--- src/rtl/decoder_pkg.sv ---
// Shared definitions for the 4-to-16 hold decoder: FSM states, the idle
// output pattern and the active-low one-hot helper.
package decoder_pkg;

    typedef enum logic {
        IDLE = 1'b0,
        HOLD = 1'b1
    } state_t;

    localparam logic [15:0] Y_NONE = 16'hFFFF;

    function automatic logic [15:0] onehot_n(input logic [3:0] code);
        return ~(16'h0001 << code);
    endfunction

endpackage

--- src/rtl/decoder4_16_hold_sync2.sv ---
// Generic-width two-flop synchroniser with an asynchronous active-low reset
// to a parameterised value.
module sync2 #(
    parameter int unsigned   W       = 1,
    parameter logic [W-1:0]  RST_VAL = '0
) (
    input  logic         clk,
    input  logic         rst_n,
    input  logic [W-1:0] d_i,
    output logic [W-1:0] q_o
);

    logic [W-1:0] s1_q;
    logic [W-1:0] s2_q;

    always_ff @(posedge clk or negedge rst_n) begin
        if (!rst_n) begin
            s1_q <= RST_VAL;
            s2_q <= RST_VAL;
        end else begin
            s1_q <= d_i;
            s2_q <= s1_q;
        end
    end

    assign q_o = s2_q;

endmodule

--- src/rtl/decoder4_16_hold.sv ---
// Receive side of the 16-to-4 priority encoder: synchronise and debounce the
// code, decode to active-low one-hot, hold each line, and count new codes.
module decoder4_16_hold
    import decoder_pkg::*;
#(
    parameter int unsigned HOLD_CYCLES = 8,
    parameter int unsigned CNT_W       = 8
) (
    input  logic             clk,
    input  logic             rst_n,
    input  logic             en_n,
    input  logic [3:0]       z,
    input  logic             gs_n,
    input  logic             eo_n,
    output logic [15:0]      y,
    output logic             valid,
    output logic             event_o,   // "event" is a reserved word
    output logic [CNT_W-1:0] evt_count,
    output logic             err
);

    localparam int unsigned    HCW         = (HOLD_CYCLES > 1) ? $clog2(HOLD_CYCLES) : 1;
    localparam logic [HCW-1:0] HOLD_RELOAD = HCW'(HOLD_CYCLES - 1);

    logic [5:0]       s2;
    logic [5:0]       prv_q;
    logic             stable;
    logic             qual;
    logic             bad;
    logic [3:0]       new_code;

    state_t           state_q, state_d;
    logic [3:0]       code_q, code_d;
    logic [15:0]      y_q, y_d;
    logic             valid_q, valid_d;
    logic             event_q, event_d;
    logic [CNT_W-1:0] cnt_q, cnt_d;
    logic [HCW-1:0]   hold_q, hold_d;
    logic             err_q, err_d;

    sync2 #(
        .W       (6),
        .RST_VAL (6'h3F)
    ) u_sync (
        .clk   (clk),
        .rst_n (rst_n),
        .d_i   ({z, gs_n, eo_n}),
        .q_o   (s2)
    );

    always_ff @(posedge clk or negedge rst_n) begin
        if (!rst_n) prv_q <= 6'h3F;
        else        prv_q <= s2;
    end

    // Debounce: a sample counts only once it matched the previous one.
    assign stable   = (s2 == prv_q);
    assign qual     = stable & ~s2[1] &  s2[0];
    assign bad      = stable & ~s2[1] & ~s2[0];
    assign new_code = ~s2[5:2];

    always_comb begin
        state_d = state_q;
        code_d  = code_q;
        y_d     = y_q;
        valid_d = valid_q;
        event_d = 1'b0;
        cnt_d   = cnt_q;
        hold_d  = hold_q;
        err_d   = err_q | bad;

        case (state_q)
            IDLE: begin
                if (qual && !en_n) begin
                    state_d = HOLD;
                    code_d  = new_code;
                    y_d     = onehot_n(new_code);
                    valid_d = 1'b1;
                    event_d = 1'b1;
                    cnt_d   = cnt_q + CNT_W'(1);
                    hold_d  = HOLD_RELOAD;
                end
            end
            HOLD: begin
                if (en_n) begin
                    state_d = IDLE;
                    y_d     = Y_NONE;
                    valid_d = 1'b0;
                    hold_d  = '0;
                end else if (qual) begin
                    if (new_code != code_q) begin
                        code_d  = new_code;
                        y_d     = onehot_n(new_code);
                        event_d = 1'b1;
                        cnt_d   = cnt_q + CNT_W'(1);
                    end
                    hold_d = HOLD_RELOAD;
                end else if (hold_q != '0) begin
                    hold_d = hold_q - HCW'(1);
                end else begin
                    state_d = IDLE;
                    y_d     = Y_NONE;
                    valid_d = 1'b0;
                end
            end
            default: begin
                state_d = IDLE;
                y_d     = Y_NONE;
                valid_d = 1'b0;
                hold_d  = '0;
            end
        endcase
    end

    always_ff @(posedge clk or negedge rst_n) begin
        if (!rst_n) begin
            state_q <= IDLE;
            code_q  <= '0;
            y_q     <= Y_NONE;
            valid_q <= 1'b0;
            event_q <= 1'b0;
            cnt_q   <= '0;
            hold_q  <= '0;
            err_q   <= 1'b0;
        end else begin
            state_q <= state_d;
            code_q  <= code_d;
            y_q     <= y_d;
            valid_q <= valid_d;
            event_q <= event_d;
            cnt_q   <= cnt_d;
            hold_q  <= hold_d;
            err_q   <= err_d;
        end
    end

    assign y         = y_q;
    assign valid     = valid_q;
    assign event_o   = event_q;
    assign evt_count = cnt_q;
    assign err       = err_q;

endmodule
--- config.mk ---
export PLATFORM = sky130hd
export DESIGN_NAME = decoder4_16_hold
export DESIGN_NICKNAME = d
export VERILOG_FILES = /design/src/rtl/decoder_pkg.sv /design/src/rtl/decoder4_16_hold_sync2.sv /design/src/rtl/decoder4_16_hold.sv
export SDC_FILE = /design/constraint.sdc
export NUM_CORES = 1
export LEC_CHECK = 0
export CORE_UTILIZATION = 40
export DETAILED_ROUTE_END_ITERATION = 8
export GPL_ROUTABILITY_DRIVEN = 0
export MAX_ROUTING_LAYER = met4
export SETUP_SLACK_MARGIN = 0.1
export SYNTH_ARGS = -nofsm -noshare
export SYNTH_HDL_FRONTEND = slang
export SYNTH_SLANG_ARGS = --single-unit
--- constraint.sdc ---
create_clock -name clk -period 2.4 [get_ports clk]
set_clock_uncertainty 0.15 [all_clocks]
set_input_delay 0.36 -clock clk [delete_from_list [all_inputs] [get_ports clk]]
set_output_delay 0.36 -clock clk [all_outputs]
set_load 0.05 [all_outputs]
# Word level (Yosys, flattened, before mapping)
# Index checks and enable logic that the tools add are counted.
[word_totals]
register_bits = 53
input_bits = 9
output_inout_bits = 27
word_cells = 76
[classes]
add_sub_neg = 2
n_eq_ne = 11
n_shift = 1
muxes = 35
bitwise = 9
reduce_logical = 7
[op_table]
columns = ["op", "n"]
rows = [
  ["16-bit two-way mux", 5],
  ["8-bit two-way mux", 4],
  ["16-bit case mux with 2 select lines", 1],
  ["4-bit two-way mux", 4],
  ["16-bit NOT", 1],
  ["8-bit case mux with 2 select lines", 1],
  ["1-bit by 4-bit << shifter with 16-bit output, first input constant", 1],
  ["3-bit two-way mux", 4],
  ["1-bit two-way mux", 11],
  ["8-bit by 1-bit adder with 8-bit output, second input constant", 1],
  ["4-bit by 3-bit != test with 1-bit output, second input constant", 2],
  ["4-bit case mux with 2 select lines", 1],
  ["6-bit == test", 1],
  ["2-bit != test, second input constant", 3],
  ["3-bit != test, second input constant", 2],
  ["1-bit case mux with 2 select lines", 3],
  ["3-bit case mux with 2 select lines", 1],
  ["3-bit AND reduction", 2],
  ["4-bit != test", 1],
  ["4-bit != test, second input constant", 1],
  ["4-bit NOT", 1],
  ["4-bit AND reduction", 1],
  ["1-bit AND", 3],
  ["1-bit NOT", 3],
  ["other kinds (7)", 7],
]

# Logic depth before layout (Yosys ltp)
# Gate-level depths: netlist (run 1).
[logic_depth]
ltp_word = 7
mapped_depth = 9

# By module
# A second synthesis (run 1) with hierarchy kept.
[hier_totals]
hier_cells = 166
hier_area_um2 = 2204.6
[modules_own_cells]
columns = ["module", "instances", "cells_each", "area_each_um2", "seq_area_each_um2"]
rows = [
  ["decoder4_16_hold", 1, 154, 1889.3, 1053.5],
  ["sync2", 1, 12, 315.3, 315.3],
]

# Least setup slack after synthesis (run 1)
# No wires, ideal clock.
[synth_path]
path_type = "register -> register"
from = "reg u_sync.s2_q[4] (netlist: u_sync.q_o[4])"
to = "reg y_q[1] (netlist: y[1])"
setup_ps = 82
t_arrival_ps = 2240
setup_slack_ps = -72
stages_incl_launch_ff = 9
n_path_buf = 3
period_less_slack_ps = 2472
path_cell_list = "dfstp_2 buf_2 xnor2_1 o2111ai_1 or3_1 buf_6 o22ai_4 buf_12 mux2_4"
[synth_via]
elab_chain_len = 7
[synth_lines]
columns = ["item", "line", "source"]
rows = [
  ["start: declaration", "decoder4_16_hold_sync2.sv:14", "logic [W-1:0] s2_q;"],
  ["start signal: assignment", "decoder4_16_hold_sync2.sv:22", "s2_q <= s1_q;"],
  ["branches (longest 7 deep; another with 16-bit two-way mux)", "--", ""],
  ["end signal: assignment", "decoder4_16_hold.sv:128", "y_q <= y_d;"],
  ["end: declaration", "decoder4_16_hold.sv:34", "logic [15:0] y_q, y_d;"],
]
# Parallel ways; which one is timed is not known. The select of a mux whose other input is x is not followed.
# A chain may end at the register's enable or synchronous reset.

# Worst setup path after layout (run 1)
[layout_path]
from = "reg u_sync.s2_q[0] (netlist: u_sync.q_o[0])"
to = "reg y_q[14] (netlist: y[14])"
[layout_via]
elab_chain_len = 6
[layout_lines]
columns = ["item", "line", "source"]
rows = [
  ["6-bit == test", "decoder4_16_hold.sv:57", "assign stable = (s2 == prv_q);"],
  ["1-bit AND", "decoder4_16_hold.sv:58", "assign qual = stable & ~s2[1] & s2[0];"],
  ["1-bit AND *", "decoder4_16_hold.sv:58", ""],
  ["16-bit two-way mux / 1-bit logical AND (equally long branches)", "decoder4_16_hold.sv:90, decoder4_16_hold.sv:74", ""],
  ["16-bit two-way mux / 2-bit != test (equally long branches)", "--", ""],
  ["16-bit case mux with 2 select lines / 3-bit AND reduction (equally long branches)", "--", ""],
]
# Every way passes the cells marked *; elsewhere a longest branch is shown, timed or not.

==> metrics, run 1 <==
count of pins over their slew limit 0; Endpoint, Worst Hold u_sync.q_o[5]; fmax 446 MHz; Worst Path Arrival 2.32 ns; slew margin rel. 63.9%; CTS tree done; IO Count 36; fin util 54.4%; P_int 0.00149 W; Cells after Synth 187; clk_lat worst skew 0.30 ns; Die X 78.0 µm; Routed Antenna Nets 0; post-synthesis sequential area ratio 59.2%; worst-path maximum fanout 15; Mean Syn Cell Area 12.4 µm²; area leader, netlist dfstp_2; count of different cell masters after synthesis 33; GRT busiest layer met2; core area 5540 µm²; HPWL Detailed 2.86 mm; Startpoint Class register; layout cells sized above 1 35.4%; number of max-cap violations 0; total CTS buffers 5; number of synthesized flops with an enable pin 0; Buffers on Ports 35; Antenna Cells 0; most frequent cell after synthesis dfstp_2; largest net degree at the start of global routing 32; Post-Syn Area 2310 µm²; pin slew with the least headroom to its limit 0.541 ns; post-layout minimum cycle time 2.24 ns; Switching Power 0.000467 W; Die Span Y 78.0 µm; Starting Density 41.7%; Tot Pwr 0.00195 W; Total GRT Usage 15.5%; Worst Path Required 2.48 ns; htree depth 2; M3 GR Usage 3.49%; final wirelength 3.97 mm; # DRC 0; launch point of the worst reg-to-reg path u_sync.q_o[0]; YS warnings 0; initial antenna violation count 0; ys async rst share 100%; RSZ-0062 raised after global routing yes; critical path launch point u_sync.q_o[0]; post-layout net count 248; largest cells by area after synthesis dfstp_2 39%, dfrtp_1 21%, mux2_4 5.2%, xor2_1 4.2%, mux2_2 3.9%; Final Hold Fails 0; fillcell total 493; drt first pass iters 4; peak supply drop 0.490 mV; area grow syn2layout 30.4%; pwr/cell area 648 nW/µm²; HP Class register to register; vias per cell 4.75; Net Sw Frac 23.9%; Longest Clk Path Bufs 2; depth of the worst register-to-register path 6; Hold Path Origin u_sync.s1_q[5]; status finished clean; 1st-iter DRT viols 85; Synth Net Count 199; fin crit share 93.5%; Root Buffer clkbuf_8; clock sink count 53; r2r setup slk 0.16 ns; number of global-route vias before repair 1465; critical path class register to register; most frequent cells after synthesis 34 x dfstp_2, 19 x dfrtp_1, 18 x nand2_1; Clock power frac 35.6%; combinational share of power 13.6%; FP Rows 27; vias 1467; worst r2r dst y[14]; Worst setup EP type register; post-DR wirelength/cell 12.8 µm; Seq pwr share 50.9%; die area 6090 µm²; Hold Path Stages 0; total global routing overflow 0; Pleak 1.24 nW; share of the synthesized area in the top cell type 38.6%; met1 usage 21.4%; clock slew at reported path FFs 0.09 ns; Synth Register Bits 53; Final setup viols 0; met2 Use GR 22.7%; Top FF cell, synth dfstp_2; first-pass GRT wire length 7.04 mm
==> through the flow <==
stage               setup TNS [ns]  area [µm²]  cells  hold WS [ns]  setup WS [ns]
floorplan                        0        2320    187       -0.0856         0.0114
global route                     0        3010    309         0.214         0.0909
CTS                              0        2970    308         0.210          0.124
finish                           0        3010    309         0.209          0.156
detailed placement           -1.19        2820    299         0.197         -0.100
global placement           -0.0997        2820    299         0.195        -0.0285
==> worst max path at each step <==
stage / end / slack, ns / depth (start not counted)
after floorplan: y[1] / 0.01 / 8
after global placement: evt_count[1] / -0.03 / 6
after detailed placement: evt_count[1] / -0.1 / 6
after CTS: y[14] / 0.12 / 6
after global routing: y[14] / 0.09 / 6
final: y[14] / 0.16 / 6
==> metal layers <==
metal	vias up	part of all wire (%)
li1	735	-
met5	-	0
met4	0	1.3
met1	705	49
met3	5	2.8
met2	22	47
==> cell type report <==
class	instances	area (µm²)	share of cell area, %
Clock buffer	5	68.8	2.28
Clock inverter	3	65.1	2.16
Inverter	11	41.3	1.37
Multi-Input combinational cell	113	880	29.2
Sequential cell	53	1370	45.4
Tap cell	72	90.1	2.99
Timing Repair Buffer	52	500	16.6
==> logic make-up after synthesis <==
logic type / count (synthesis) / share of synthesized area, %
compound gates: 22 / 7.20
xor+xnor: 15 / 5.68
fa+ha+maj: 3 / 1.62
buf+inv: 21 / 5.09
flops: 53 / 59.2
mux: 16 / 9.09
simple gates: 57 / 12.1
==> cell usage in the layout (no fill, tap or decap), types with 3 or more instances in the layout <==
cell type,count
buf_4,14
inv_1,11
nor2_1,10
dfrtp_1,19
nand2b_1,7
xnor2_1,4
mux2_2,8
nand4_1,5
mux2_4,8
nor3_1,4
clkdlybuf4s50_1,34
o31ai_1,4
xor2_1,11
o21ai_0,7
clkbuf_8,5
nand2_1,18
nand3_1,5
dfstp_2,34
ha_1,3
==> power groups by stage <==
stage | Clock [W] | Combinational (W) | Sequential (W)
global placement | 0 | 0.000261 | 0.00101
global route | 0.000752 | 0.000301 | 0.00100
CTS | 0.000719 | 0.000267 | 0.000995
finish | 0.000695 | 0.000265 | 0.000994
detailed placement | 0 | 0.000265 | 0.00101
floorplan | 0 | 0.000111 | 0.00106
==> worst max-delay path: stages, from the launching register on <==
cell	delay, ns
dfstp_2	0.56
xor2_1	0.07
a211o_1	0.28
or3_4	0.40
o22ai_4	0.18
buf_12	0.18
mux2_2	0.34
==> what timing repair did <==
item | in CTS | in global routing
gates cloned | 0 | 0
gates resized for setup | 1 | 6
endpoints found under the setup margin | 6 | 21
buffers inserted | 0 | 1
endpoints found under the hold margin | 17 | 0
hold buffers | 1 | 0
==> registers in the layout, indices dropped and copies added, names as in the netlist <==
name	count
code_q	4
err	1
event_o	1
evt_count	8
hold_q	3
prv_q	6
state_q	1
u_sync.q_o	6
u_sync.s1_q	6
valid	1
y	16
Power figures use the tool's default switching activity.
==> run 2, diff against run 1 <==
PLACE_DENSITY_LB_ADDON = 0.12   (was not set)
==> run 2 against run 1 <==
  * The run now ends with hold timing left
  * Largest power group unchanged
  * Highest routed layer unchanged
  * Setup slack lost 0.011 ns
  * Combinational power about the same
  * Sequential share of layout area rose by 0.92 points
  * Maximum frequency is 0.48% lower
  * Hold slack worse by 0.22 ns
  * Non-clock buffer count did not move
==> metrics, run 2 (synthesis results as in run 1) <==
1st-iter DRT viols 50; fin util 53.3%; met2 WL 2.16 mm; largest net degree at the start of global routing 54; core area 5540 µm²; Longest Clk Path Bufs 2; violated checks hold timing; Root Buffer clkbuf_8; met1 WL 1.92 mm; count of pins over their slew limit 0; clock slew at reported path FFs 0.10 ns; Placed Area 2820 µm²; max reg flops 16; Inst Count DP 300; Final setup viols 0; Antenna Cells 0; area grow syn2layout 27.8%; slew margin rel. 57.6%; fin crit share 93.9%; worst-path maximum fanout 16; RSZ-0062 raised after global routing yes; hold-fix buffers at CTS 0; Die X 78.0 µm; pin slew with the least headroom to its limit 0.637 ns; Worst Path Required 2.49 ns; post-DR wirelength/cell 13.7 µm; Worst Path Arrival 2.35 ns; vias 1522; layout cells sized above 1 35.4%; FP Rows 27; total global routing overflow 0; drt first pass iters 4; Pleak 1.22 nW; IO Count 36; HP Class primary input to asynchronous set/reset pin; HPWL Detailed 3.11 mm; Place WS -0.0317 ns; Setup WS post-layout 0.145 ns; peak supply drop 0.348 mV; fmax 444 MHz; first-pass GRT wire length 7.16 mm; Startpoint Class register; Final Hold Fails 7; Worst Hold Margin -0.0107 ns; Buffers on Ports 35; status complete, but fails checks; # DRC 0; total CTS buffers 5; htree depth 2; Routed Antenna Nets 0; final wirelength 4.24 mm; launch point of the worst reg-to-reg path u_sync.q_o[0]; Starting Density 41.7%; final cell count without fillers 309; critical path launch point u_sync.q_o[0]; Detail Route met3 WL 118 µm; vias per cell 4.93; most frequent cells in the layout 34 x clkdlybuf4s50_1, 34 x dfstp_2, 19 x dfrtp_1; post-route design area 2950 µm²; number of global-route vias before repair 1523; CTS tree done; clock sink count 53; critical path class register to register; clk_lat worst skew 0.31 ns; number of max-cap violations 0; post-layout minimum cycle time 2.25 ns; Worst setup EP type register; Die Span Y 78.0 µm; initial antenna violation count 0; pwr/cell area 608 nW/µm²; post-layout net count 248; die area 6090 µm²; Total GRT Usage 15.6%; top sig layer met4
## run 2: cell types whose count changed in the layout (fill, tap and decap cells not counted), sizes merged
cell         delta
inv             +3
clkinv          -1
dlygate4sd3     -1
buf             +1
bufinv          -2
## run 2: critical path, cell delays in order (launching register included)
cell,delay [ns]
dfstp_2,0.55
xor2_1,0.06
a211o_1,0.30
or3_4,0.41
o22ai_4,0.18
buf_12,0.18
mux2_2,0.35
## run 2: cell type report
class / instances / area [µm²]
Fill cell: 503 / 2590
Sequential cell: 53 / 1370
Multi-Input combinational cell: 113 / 871
Timing Repair Buffer: 52 / 485
Tap cell: 72 / 90.1
Clock buffer: 5 / 68.8
Inverter: 11 / 41.3
Clock inverter: 3 / 28.8
## run 2: stage by stage
stage	TNS [ns]	hold slack (ns)	total power (W)
floorplan	0	-0.0856	0.00117
global placement	0	0.196	0.00127
detailed placement	-0.0536	0.197	0.00128
CTS	0	0.0189	0.00182
global route	0	0.0466	0.00189
finish	0	-0.0107	0.00180
## run 2: path summary, 6_finish.rpt
path,end,slack (ns),cells after the start
max,y[14],0.15,6
min in group clk,u_sync.q_o[5],0.21,0
max in group asynchronous,code_q[1],1.68,2
min,hold_q[1],-0.01,2
min reg2reg,u_sync.q_o[5],0.21,0
max reg2reg,y[14],0.15,6
## run 2: repair_timing
item / 4_1_cts / 5_1_grt
endpoints found under the setup margin: 2 / 21
resized for setup: 2 / 4
buffers inserted: 0 / 1
pin swaps: 0 / 1
gates cloned: 0 / 0
## run 2: power by group
group / internal [W] / leakage (nW) / switching [W]
logic: 0.000107 / 0.567 / 0.000155
clock network: 0.000221 / 0.0511 / 0.000318
registers: 0.000963 / 0.600 / 0.0000324
## run 2: layer usage
| layer | global-route usage [%] | vias to the layer above |
|---|---|---|
| met1 | 19.0 | 762 |
| met5 | - | - |
| met3 | 3.84 | 4 |
| met2 | 25.8 | 22 |
| met4 | 4.63 | 0 |
| li1 | - | 734 |
